**config.mk**
```make
export PLATFORM = sky130hd
export DESIGN_NAME = any1_decode_queue_flat
export DESIGN_NICKNAME = d
export VERILOG_FILES = /design/src/rtl/any1_decode_queue_pkg.sv /design/src/rtl/any1_decode_queue_if.sv /design/src/rtl/any1_dq_fifo.sv /design/src/rtl/any1_decode_queue.sv /design/src/flat_wrapper.sv
export SDC_FILE = /design/constraint.sdc
export NUM_CORES = 1
export LEC_CHECK = 0
export ABC_CLOCK_PERIOD_IN_PS = 4550
export BUFFER_PORTS_ARGS = -buffer_cell sky130_fd_sc_hd__buf_4
export CAP_MARGIN = 0
export CORE_AREA = 2 2 231 233
export CTS_BUF_LIST = sky130_fd_sc_hd__clkbuf_8
export DETAILED_ROUTE_END_ITERATION = 10
export DIE_AREA = 0 0 233 235
export GPL_ROUTABILITY_DRIVEN = 0
export GPL_TIMING_DRIVEN = 0
export PLACE_DENSITY = 0.86
export SYNTH_ARGS = -nofsm -noshare
export SYNTH_HDL_FRONTEND = slang
export SYNTH_SLANG_ARGS = --single-unit
```
**constraint.sdc**
```tcl
create_clock -name clk_i -period 4.55 [get_ports clk_i]
set_input_delay 0.91 -clock clk_i [delete_from_list [all_inputs] [get_ports clk_i]]
set_output_delay 0.91 -clock clk_i [all_outputs]
set_load 0.05 [all_outputs]
```
**src/rtl/any1_decode_queue_pkg.sv**
```systemverilog
// Shared types and helpers for the decode queue.
// Contents: opcode constants (incl. EXI0/EXI1/EXI2 prefixes), the sDecode record,
// the prefix state enum, the prefix test and the immediate fusion function.
package any1_decode_queue_pkg;

  localparam int unsigned IP_W  = 32;
  localparam int unsigned IR_W  = 32;
  localparam int unsigned IMM_W = 64;
  localparam int unsigned PFX_W = 24;

  localparam logic [7:0] OP_ADDI = 8'h04;
  localparam logic [7:0] OP_ORI  = 8'h09;
  localparam logic [7:0] OP_EXI0 = 8'h50;
  localparam logic [7:0] OP_EXI1 = 8'h51;
  localparam logic [7:0] OP_EXI2 = 8'h52;

  typedef struct packed {
    logic [PFX_W-1:0] payload;
    logic [7:0]       opcode;
  } sR2Inst;

  typedef union packed {
    logic [IR_W-1:0] raw;
    sR2Inst          r2;
  } uInstruction;

  typedef struct packed {
    logic [IMM_W-1:0] val;
  } sImm;

  typedef struct packed {
    logic [IP_W-1:0] ip;
    uInstruction     ir;
    sImm             imm;
    logic [5:0]      rd;
    logic            rfwr;
  } sDecode;

  typedef enum logic {
    DQ_IDLE = 1'b0,
    DQ_PFX  = 1'b1
  } eDqState;

  // True for the extended-immediate prefix opcodes.
  function automatic logic fnIsPrefix(input logic [7:0] opcode);
    return (opcode == OP_EXI0) || (opcode == OP_EXI1) || (opcode == OP_EXI2);
  endfunction

  // Splice held prefix payloads into the upper immediate bits; later prefixes win.
  function automatic logic [IMM_W-1:0] fnFuseImm(
    input logic [IMM_W-1:0] imm,
    input logic [PFX_W-1:0] p0,
    input logic             v0,
    input logic [PFX_W-1:0] p1,
    input logic             v1,
    input logic [3:0]       p2,
    input logic             v2
  );
    logic [IMM_W-1:0] r;
    r = imm;
    if (v0) r[63:12] = {{28{p0[PFX_W-1]}}, p0};
    if (v1) r[63:36] = {{4{p1[PFX_W-1]}}, p1};
    if (v2) r[63:60] = p2;
    return r;
  endfunction

endpackage

```
**src/rtl/any1_decode_queue_if.sv**
```systemverilog
// Decoder-side and issue-side handshake bundle of the decode queue.
// slave : the queue (takes dec_*, drives q_*, count_o, pfx_pend_o).
// master: the surrounding pipeline / environment.
interface any1_decode_queue_if
  import any1_decode_queue_pkg::*;
#(
  parameter int unsigned DEPTH = 4
);
  localparam int unsigned AW = $clog2(DEPTH);

  logic        dec_v_i;
  sDecode      dec_i;
  logic        dec_rdy_o;
  logic        q_v_o;
  sDecode      q_o;
  logic        q_rdy_i;
  logic [AW:0] count_o;
  logic        pfx_pend_o;

  modport slave (
    input  dec_v_i, dec_i, q_rdy_i,
    output dec_rdy_o, q_v_o, q_o, count_o, pfx_pend_o
  );

  modport master (
    output dec_v_i, dec_i, q_rdy_i,
    input  dec_rdy_o, q_v_o, q_o, count_o, pfx_pend_o
  );
endinterface

```
**src/rtl/any1_dq_fifo.sv**
```systemverilog
// DEPTH x sDecode storage with read/write pointers and occupancy count.
// Ports: clk_i, rst_ni (async, active-low), flush (sync clear), push/wdata,
//        pop, rdata (entry at read pointer), count.
// Caller guarantees no push when full and no pop when empty.
module any1_dq_fifo
  import any1_decode_queue_pkg::*;
#(
  parameter int unsigned DEPTH = 4
) (
  input  logic                       clk_i,
  input  logic                       rst_ni,
  input  logic                       flush,
  input  logic                       push,
  input  sDecode                     wdata,
  input  logic                       pop,
  output sDecode                     rdata,
  output logic [$clog2(DEPTH):0]     count
);
  localparam int unsigned AW = $clog2(DEPTH);

  sDecode        mem [DEPTH];
  logic [AW-1:0] wptr;
  logic [AW-1:0] rptr;

  // Storage, pointers and count; power-of-two depth makes pointer wrap free.
  always_ff @(posedge clk_i or negedge rst_ni) begin
    if (!rst_ni) begin
      wptr  <= '0;
      rptr  <= '0;
      count <= '0;
      for (int unsigned i = 0; i < DEPTH; i++) mem[i] <= '0;
    end else if (flush) begin
      wptr  <= '0;
      rptr  <= '0;
      count <= '0;
    end else begin
      if (push) begin
        mem[wptr] <= wdata;
        wptr      <= wptr + AW'(1);
      end
      if (pop) rptr <= rptr + AW'(1);
      case ({push, pop})
        2'b10:   count <= count + (AW+1)'(1);
        2'b01:   count <= count - (AW+1)'(1);
        default: count <= count;
      endcase
    end
  end

  assign rdata = mem[rptr];

endmodule

```
**src/rtl/any1_decode_queue.sv**
```systemverilog
// Decode queue: buffers decoded instructions for issue and folds EXI0/1/2
// extended-immediate prefixes into the next non-prefix instruction.
// Ports: clk_i, rst_ni (async, active-low), flush_i (sync drop of everything),
//        dq (any1_decode_queue_if.slave: dec_v_i/dec_i/dec_rdy_o in,
//        q_v_o/q_o/q_rdy_i out, count_o, pfx_pend_o).
// Optional: define ANY1_DQ_BYPASS_EN for a zero-latency path when the queue is
// empty and the consumer is ready.
module any1_decode_queue
  import any1_decode_queue_pkg::*;
#(
  parameter int unsigned DEPTH = 4
) (
  input  logic clk_i,
  input  logic rst_ni,
  input  logic flush_i,
  any1_decode_queue_if.slave dq
);
  localparam int unsigned AW       = $clog2(DEPTH);
  localparam logic [AW:0] FULL_CNT = (AW+1)'(DEPTH);

  eDqState          state;
  eDqState          state_nxt;
  logic [PFX_W-1:0] pfx0;
  logic [PFX_W-1:0] pfx1;
  logic [3:0]       pfx2;   // only the low nibble of EXI2 reaches the immediate
  logic             pfx0_v;
  logic             pfx1_v;
  logic             pfx2_v;
  logic [IP_W-1:0]  pfx_ip;

  logic             rdy;
  logic             is_pfx;
  logic             take;
  logic             push;
  logic             pop;
  logic             bypass;
  logic             empty;
  sDecode           fused;
  sDecode           head;
  logic [AW:0]      count;

  // Prefix state register.
  always_ff @(posedge clk_i or negedge rst_ni) begin
    if (!rst_ni) state <= DQ_IDLE;
    else         state <= state_nxt;
  end

  // Next state, handshake qualification and fusion of the incoming record.
  always_comb begin
    state_nxt = state;
    rdy       = (count != FULL_CNT);
    empty     = (count == '0);
    is_pfx    = fnIsPrefix(dq.dec_i.ir.r2.opcode);
    // A flush drops the incoming record even though it was handshaked.
    take      = dq.dec_v_i & rdy & ~flush_i;
    fused     = dq.dec_i;
    bypass    = 1'b0;

    if (state == DQ_PFX) begin
      fused.imm.val = fnFuseImm(dq.dec_i.imm.val, pfx0, pfx0_v, pfx1, pfx1_v,
                                pfx2, pfx2_v);
      // Restart point for exceptions is the first prefix of the run.
      fused.ip      = pfx_ip;
    end

`ifdef ANY1_DQ_BYPASS_EN
    bypass = take & ~is_pfx & empty & dq.q_rdy_i;
`endif

    push = take & ~is_pfx & ~bypass;
    pop  = dq.q_rdy_i & ~empty;

    case (state)
      DQ_IDLE: if (take & is_pfx)  state_nxt = DQ_PFX;
      DQ_PFX:  if (take & ~is_pfx) state_nxt = DQ_IDLE;
      default: state_nxt = DQ_IDLE;
    endcase
    if (flush_i) state_nxt = DQ_IDLE;
  end

  // Held prefix payloads; a repeat of the same kind overwrites the earlier one.
  always_ff @(posedge clk_i or negedge rst_ni) begin
    if (!rst_ni) begin
      pfx0   <= '0;
      pfx1   <= '0;
      pfx2   <= '0;
      pfx0_v <= 1'b0;
      pfx1_v <= 1'b0;
      pfx2_v <= 1'b0;
      pfx_ip <= '0;
    end else if (flush_i || (take && !is_pfx)) begin
      pfx0_v <= 1'b0;
      pfx1_v <= 1'b0;
      pfx2_v <= 1'b0;
    end else if (take && is_pfx) begin
      if (state == DQ_IDLE) pfx_ip <= dq.dec_i.ip;
      if (dq.dec_i.ir.r2.opcode == OP_EXI0) begin
        pfx0   <= dq.dec_i.ir.r2.payload;
        pfx0_v <= 1'b1;
      end else if (dq.dec_i.ir.r2.opcode == OP_EXI1) begin
        pfx1   <= dq.dec_i.ir.r2.payload;
        pfx1_v <= 1'b1;
      end else begin
        pfx2   <= dq.dec_i.ir.r2.payload[3:0];
        pfx2_v <= 1'b1;
      end
    end
  end

  any1_dq_fifo #(.DEPTH(DEPTH)) u_fifo (
    .clk_i  (clk_i),
    .rst_ni (rst_ni),
    .flush  (flush_i),
    .push   (push),
    .wdata  (fused),
    .pop    (pop),
    .rdata  (head),
    .count  (count)
  );

  assign dq.dec_rdy_o  = rdy;
  assign dq.count_o    = count;
  assign dq.pfx_pend_o = (state == DQ_PFX);
  // The bypass path forwards the incoming record while the queue is empty.
  assign dq.q_v_o      = ~empty | bypass;
  assign dq.q_o        = bypass ? fused : head;

endmodule

```
**src/flat_wrapper.sv**
```systemverilog
// flat-port wrapper written by rule: the top's interface ports become plain ports
module any1_decode_queue_flat import any1_decode_queue_pkg::*;
#(
  parameter int unsigned DEPTH = 4
)
  (clk_i, rst_ni, flush_i, dq_dec_v_i, dq_dec_i, dq_q_rdy_i, dq_dec_rdy_o, dq_q_v_o, dq_q_o, dq_count_o, dq_pfx_pend_o);
  any1_decode_queue_if #(.DEPTH(DEPTH)) dq_i ();
  input  logic clk_i;
  input  logic rst_ni;
  input  logic flush_i;
  input wire logic [$bits(dq_i.dec_v_i)-1:0] dq_dec_v_i;
  input wire logic [$bits(dq_i.dec_i)-1:0] dq_dec_i;
  input wire logic [$bits(dq_i.q_rdy_i)-1:0] dq_q_rdy_i;
  output wire logic [$bits(dq_i.dec_rdy_o)-1:0] dq_dec_rdy_o;
  output wire logic [$bits(dq_i.q_v_o)-1:0] dq_q_v_o;
  output wire logic [$bits(dq_i.q_o)-1:0] dq_q_o;
  output wire logic [$bits(dq_i.count_o)-1:0] dq_count_o;
  output wire logic [$bits(dq_i.pfx_pend_o)-1:0] dq_pfx_pend_o;
  assign dq_i.dec_v_i = dq_dec_v_i;
  assign dq_i.dec_i = dq_dec_i;
  assign dq_i.q_rdy_i = dq_q_rdy_i;
  assign dq_dec_rdy_o = dq_i.dec_rdy_o;
  assign dq_q_v_o = dq_i.q_v_o;
  assign dq_q_o = dq_i.q_o;
  assign dq_count_o = dq_i.count_o;
  assign dq_pfx_pend_o = dq_i.pfx_pend_o;
  any1_decode_queue #(.DEPTH(DEPTH)) u_core (.clk_i(clk_i), .rst_ni(rst_ni), .flush_i(flush_i), .dq(dq_i));
endmodule
```
==> impl_metrics.py, run 1 <==
metrics = {
    "status": {
        "outcome": "completed",
    },
    "timing": {
        "rsz0062_at_grt": "false",
        "final_max_slew_viol_count": 0,
        "worstMarginPinSlew_ps": 958,
        "fmax_mhz": 227,
        "hold_violations": 0,
        "fin_ws_ps": 140,
        "hold-worst-slack_ps": 207,
        "setup_violations": 0,
        "fin_worst_skew_ps": 23.5,
        "fin_setup_tns_ps": 0,
        "layout_min_cycle_time_ps": 4410,
        "fin_crit_sh_pct": 96.9,
        "relSlewSlack_pct": 36.2,
    },
    "synthesis": {
        "synth_seq_cells": 635,
        "syn_area_per_cell_sq_um": 16.4,
        "yosysSeqAreaShare_pct": 56.0,
        "syn-cell-area_sq_um": 28400,
        "yosysWarnings": 0,
        "synth_edf_count": 0,
        "synth_nets": 1872,
        "ys_async_sr_fraction_pct": 100,
        "post_synth_num_cell_types": 43,
        "syn-instance-count": 1727,
        "ys.flop_type": "dfrtp_1",
    },
    "clock_network": {
        "cts_setup_buffers": 0,
        "cts_tree": "built",
        "path_clk_slew_ps": 60,
        "clk_latency_ps": 690,
        "numCtsBuffers": 103,
        "h-tree-depth": 3,
        "cts-root-buf": "clkbuf_8",
        "cts_sinks": 635,
        "cts_max_path_buffers": 3,
    },
    "global_routing": {
        "grt_usage_pct": 26.0,
        "grt_max_degree": 136,
        "grt_pass1_vias": 18695,
        "antenna_found_initial": 3,
        "grt.overflow.total": 0,
        "grt_pass1_wl_um": 108000,
    },
    "place": {
        "preCtsSetupSlack_ps": 561,
        "dp_hpwl_um": 47800,
        "dpl-instance-area_sq_um": 31500,
        "io_buffers": 280,
    },
    "detailed_routing": {
        "wl_per_cell_um": 23.9,
        "drc_errors": 0,
        "drtAntennaViolNets": 0,
        "totalWireLength_um": 69000,
        "vias": 16695,
        "vias_per_cell": 5.79,
        "first_iter_violations": 861,
        "dr.pass1.iters": 4,
    },
    "cells_and_area": {
        "final_common_cell": "dfrtp_1",
        "areaGrowthSynthToFinish_pct": 18.4,
        "fin_area_sq_um": 33600,
        "drive_above_1_share_pct": 54.0,
        "final_cell_mix": "635 x dfrtp_1, 527 x mux2_2, 320 x buf_4",
        "finalNetCount": 2262,
    },
    "die": {
        "die_h_um": 235,
        "io_pins": 281,
        "rows": 84,
        "core_sq_um": 52200,
        "start_util_pct": 54.4,
        "dieArea_sq_um": 54800,
        "die_x_um": 233,
    },
    "power_and_ir_drop": {
        "ir_worst_vdd_mv": 0.618,
        "p_leak_nw": 15.5,
        "power_density_nw_per_um2": 741,
    },
    "setup_path": {
        "worstSetupPathType": "register to primary output",
        "start_kind": "register",
        "worstPathMaxFanout": 10,
        "worstPathRequired_ps": 3640,
        "regToRegSetupSlack_ps": 1970,
        "cp_data_arrival_time_ps": 3500,
        "cp-end-kind": "primary output",
    },
    "min_path": {
        "min_path_type": "primary input to async pin",
    },
    "flow_run": {
        "maxCapViolCount": 0,
    },
}
layer usage:
metal  up-vias  routed length [um]  track usage [%]
met5         -                  23                0
met4         4                2560             10.2
met3       149                4260             6.58
met2       466               34300             43.0
li1       7224                   -                -
met1      8852               27900             32.9
registers in the layout, indices dropped and copies added (netlist names):
register,cells
u_core.u_fifo.wptr,2
u_core.u_fifo.count,3
u_core.pfx_ip,32
u_core.pfx0_v,1
u_core.dq.pfx_pend_o,1
u_core.pfx0,24
u_core.pfx2_v,1
u_core.pfx1_v,1
u_core.u_fifo.mem,540
u_core.pfx1,24
u_core.u_fifo.rptr,2
u_core.pfx2,4
worst max-delay path, cell delays in order (launching register included):
cell	delay, ps
dfrtp_1	320
clkbuf_1	630
clkbuf_2	560
clkbuf_1	630
mux4_2	430
buf_4	210
final timing paths:
kind / startpoint / end / cells past startpoint
setup / recovery: u_core.u_fifo.rptr[1]$_DFFE_PN0P_ / dq_q_o[97] / 5
hold / removal: rst_ni / u_core.u_fifo.mem[527]$_DFFE_PN0P_ / 1
setup reg to reg: u_core.dq.pfx_pend_o$_DFF_PN0_ / u_core.u_fifo.mem[446]$_DFFE_PN0P_ / 5
hold reg to reg: u_core.u_fifo.mem[265]$_DFFE_PN0P_ / u_core.u_fifo.mem[265]$_DFFE_PN0P_ / 1
max in group asynchronous: rst_ni / u_core.u_fifo.mem[24]$_DFFE_PN0P_ / 4
min in group clk_i: dq_dec_i[16] / u_core.u_fifo.mem[421]$_DFFE_PN0P_ / 2
report_power, final:
part	switching [mW]	internal, mW	leakage, nW
clock	2.25	2.73	1.22
combinational	6.36	4.65	6.29
sequential	1.09	7.85	8.01
final cells by class:
class / instances / area (sq um)
well taps: 688 / 861
plain buffers: 116 / 828
diodes: 1 / 2.50
fillers: 3714 / 18600
flip-flops and latches: 635 / 15900
repair buffers: 285 / 2250
multi-input cells: 970 / 11700
clock buffers: 137 / 1890
clock inverters: 47 / 229
inverters: 6 / 22.5
synthesized netlist by cell type, types with 2 or more instances:
cell       instances  area share, %
buf_2             12           0.21
mux4_2           135             11
nor2b_1            2          0.044
o2bb2ai_1          3          0.093
dfrtp_1          635             56
nand3_2            3           0.11
mux2i_1            2          0.071
a21boi_0          25           0.66
buf_6             23           0.91
mux2_2           527             21
a2bb2oi_1          2          0.062
a31oi_1            2          0.044
nand2_1           37           0.49
nand2b_1           4          0.088
xor2_1             2          0.062
buf_1              8           0.11
clkbuf_1          28           0.37
nor2_1            14           0.19
inv_1              6          0.079
buf_8              3           0.16
and3b_1            2          0.062
nand3_1            3          0.053
mux2_1           152            6.0
buf_4             41            1.1
nand3b_1           4           0.11
a21oi_1            5          0.088
ha_1               4           0.18
o21ai_0           28           0.49
logic make-up after synthesis:
family                     after synthesis  synth area share [%]
buffers and inverters                  122                  2.99
muxes                                  816                  37.7
xor gates and xnor gates                 3                0.0926
AOI/OAI and AO/OA                       70                  1.56
adders and majority gates                5                 0.247
DFF                                    635                  56.0
and+or+nand+nor                         76                  1.42
timing repair:
action,4_1_cts,5_1_grt
endpoints found under the setup margin,40,0
hold buffers,0,0
resized for setup,1,0
endpoints found under the hold margin,0,0
metrics by stage:
stage | instances | total power [mW] | util (%)
finish | 2885 | 24.9 | 64.4
global route | 2885 | 26.1 | 64.4
CTS | 2884 | 25.1 | 64.4
detailed placement | 2700 | 20.1 | 60.3
global placement | 2695 | 19.6 | 60.0
floorplan | 1727 | 16.8 | -
Power figures use the tool's default switching activity.
==> run 2, diff against run 1 <==
--- a/config.mk
+++ b/config.mk
@@ -5,7 +5,7 @@
 export SDC_FILE = /design/constraint.sdc
 export NUM_CORES = 1
 export LEC_CHECK = 0
-export ABC_CLOCK_PERIOD_IN_PS = 4550
+export ABC_CLOCK_PERIOD_IN_PS = 4900
 export BUFFER_PORTS_ARGS = -buffer_cell sky130_fd_sc_hd__buf_4
 export CAP_MARGIN = 0
 export CORE_AREA = 2 2 231 233
@@ -14,6 +14,8 @@
 export DIE_AREA = 0 0 233 235
 export GPL_ROUTABILITY_DRIVEN = 0
 export GPL_TIMING_DRIVEN = 0
+export HOLD_SLACK_MARGIN = 0.05
+export MAX_ROUTING_LAYER = met4
 export PLACE_DENSITY = 0.86
 export SYNTH_ARGS = -nofsm -noshare
 export SYNTH_HDL_FRONTEND = slang
==> constraint.sdc (replaced) <==
create_clock -name clk_i -period 4.9 [get_ports clk_i]
set_input_delay 0.98 -clock clk_i [delete_from_list [all_inputs] [get_ports clk_i]]
set_output_delay 0.98 -clock clk_i [all_outputs]
set_load 0.05 [all_outputs]
==> impl_metrics.py, run 2 (synthesis results as in run 1) <==
metrics = {
    "global_routing": {
        "grt_usage_pct": 26.8,
        "grt_max_degree": 136,
        "antenna_found_initial": 4,
        "grt_pass1_wl_um": 108000,
        "grt.overflow.total": 0,
        "grt_pass1_vias": 18671,
    },
    "timing": {
        "fin_crit_sh_pct": 91.1,
        "worstMarginPinSlew_ps": 932,
        "rsz0062_at_grt": "false",
        "final_max_slew_viol_count": 0,
        "setup_violations": 0,
        "hold-worst-slack_ps": 288,
        "layout_min_cycle_time_ps": 4460,
        "fin_worst_skew_ps": 21.9,
        "relSlewSlack_pct": 37.9,
        "fmax_mhz": 224,
        "hold_violations": 0,
    },
    "clock_network": {
        "h-tree-depth": 3,
        "clk_latency_ps": 700,
        "numCtsBuffers": 103,
        "cts_tree": "built",
        "postCtsHoldBufs": 0,
        "cts_max_path_buffers": 3,
        "path_clk_slew_ps": 60,
        "cts_sinks": 635,
        "cts-root-buf": "clkbuf_8",
    },
    "cells_and_area": {
        "largest_register": "u_core.u_fifo.mem",
        "finalNetCount": 2262,
        "drive_above_1_share_pct": 54.0,
        "top_regs": "u_core.u_fifo.mem x540, u_core.pfx_ip x32",
        "largest_reg_flops": 540,
        "final_common_cell": "dfrtp_1",
        "areaGrowthSynthToFinish_pct": 18.4,
        "final_cell_mix": "635 x dfrtp_1, 527 x mux2_2, 320 x buf_4",
    },
    "flow_run": {
        "maxCapViolCount": 0,
    },
    "detailed_routing": {
        "drtAntennaViolNets": 0,
        "first_iter_violations": 882,
        "vias_per_cell": 5.78,
        "dr.pass1.iters": 5,
        "drc_errors": 0,
        "wl_per_cell_um": 23.8,
        "vias": 16695,
        "totalWireLength_um": 68900,
    },
    "status": {
        "outcome": "completed",
    },
    "setup_path": {
        "worstSetupPathType": "register to primary output",
        "worstPathRequired_ps": 3920,
        "start_kind": "register",
        "cp-end-kind": "primary output",
        "regToRegSetupSlack_ps": 2290,
        "cp_data_arrival_time_ps": 3480,
        "worstPathMaxFanout": 10,
    },
    "die": {
        "die_h_um": 235,
        "io_pins": 281,
        "rows": 84,
        "core_sq_um": 52200,
        "die_x_um": 233,
        "dieArea_sq_um": 54800,
        "start_util_pct": 54.4,
    },
    "power_and_ir_drop": {
        "power_density_nw_per_um2": 688,
        "ir_worst_vdd_mv": 0.572,
        "p_leak_nw": 15.5,
        "total_power_mw": 23.1,
    },
    "place": {
        "dp_hpwl_um": 47800,
        "io_buffers": 280,
    },
    "min_path": {
        "min_path_type": "primary input to async pin",
    },
}
==> run 2: cell types whose count changed in the layout (fill, tap and decap cells not counted), sizes merged <==
| cell | delta |
|---|---|
| diode | +3 |
==> run 2: final timing paths <==
kind,to,startpoint,depth (start not counted)
hold / removal,u_core.u_fifo.mem[527]$_DFFE_PN0P_,rst_ni,1
hold reg to reg,u_core.u_fifo.mem[265]$_DFFE_PN0P_,u_core.u_fifo.mem[265]$_DFFE_PN0P_,1
min in group clk_i,u_core.u_fifo.mem[265]$_DFFE_PN0P_,u_core.u_fifo.mem[265]$_DFFE_PN0P_,1
setup / recovery,dq_q_o[97],u_core.u_fifo.rptr[1]$_DFFE_PN0P_,5
max in group asynchronous,u_core.u_fifo.mem[24]$_DFFE_PN0P_,rst_ni,4
setup reg to reg,u_core.u_fifo.mem[443]$_DFFE_PN0P_,u_core.dq.pfx_pend_o$_DFF_PN0_,5
==> run 2: where the power goes <==
part / internal (mW) / leakage, nW / switching (mW) / total, mW
logic: 4.32 / 6.29 / 5.89 / 10.2
clock network: 2.53 / 1.22 / 2.08 / 4.62
registers: 7.29 / 8.01 / 1.01 / 8.29
total: 14.1 / 15.5 / 8.99 / 23.1
==> run 2: metrics by stage <==
step	setup TNS [ps]	utilization [%]	instances	setup slack, ps	instance area (sq um)
floorplan	0	-	1727	2070	28400
global placement	-2194090	60.0	2695	-3550	31400
detailed placement	0	60.3	2700	841	31500
CTS	0	64.4	2884	68.4	33600
global route	0	64.4	2888	293	33600
finish	0	64.4	2888	436	33600
==> run 2: per-layer routing <==
metal	up-vias	GRT usage (%)	part of all wire [%]
li1	7224	-	-
met1	8851	33.3	40
met2	467	42.8	50
met3	153	6.40	6.3
met4	0	10.2	3.7
met5	-	-	0
==> run 2: final cells by class <==
type                            count  area (sq um)
Inverter                            6          22.5
Tap cell                          688           861
Clock buffer                      137          1890
Fill cell                        3713         18600
Timing Repair Buffer              285          2250
Clock inverter                     47           229
Antenna cell                        4          10.0
Sequential cell                   635         15900
Buffer                            116           828
Multi-Input combinational cell    970         11700
==> run 2: repair_timing <==
action | CTS | global route
gates resized for setup | 0 | 3
endpoints found under the setup margin | 0 | 7
buffers inserted | 0 | 0
==> run 2: worst max-delay path: stages (launching register included) <==
cell	delay [ps]
dfrtp_1	320
clkbuf_1	630
clkbuf_2	560
clkbuf_1	630
mux4_2	430
buf_4	210
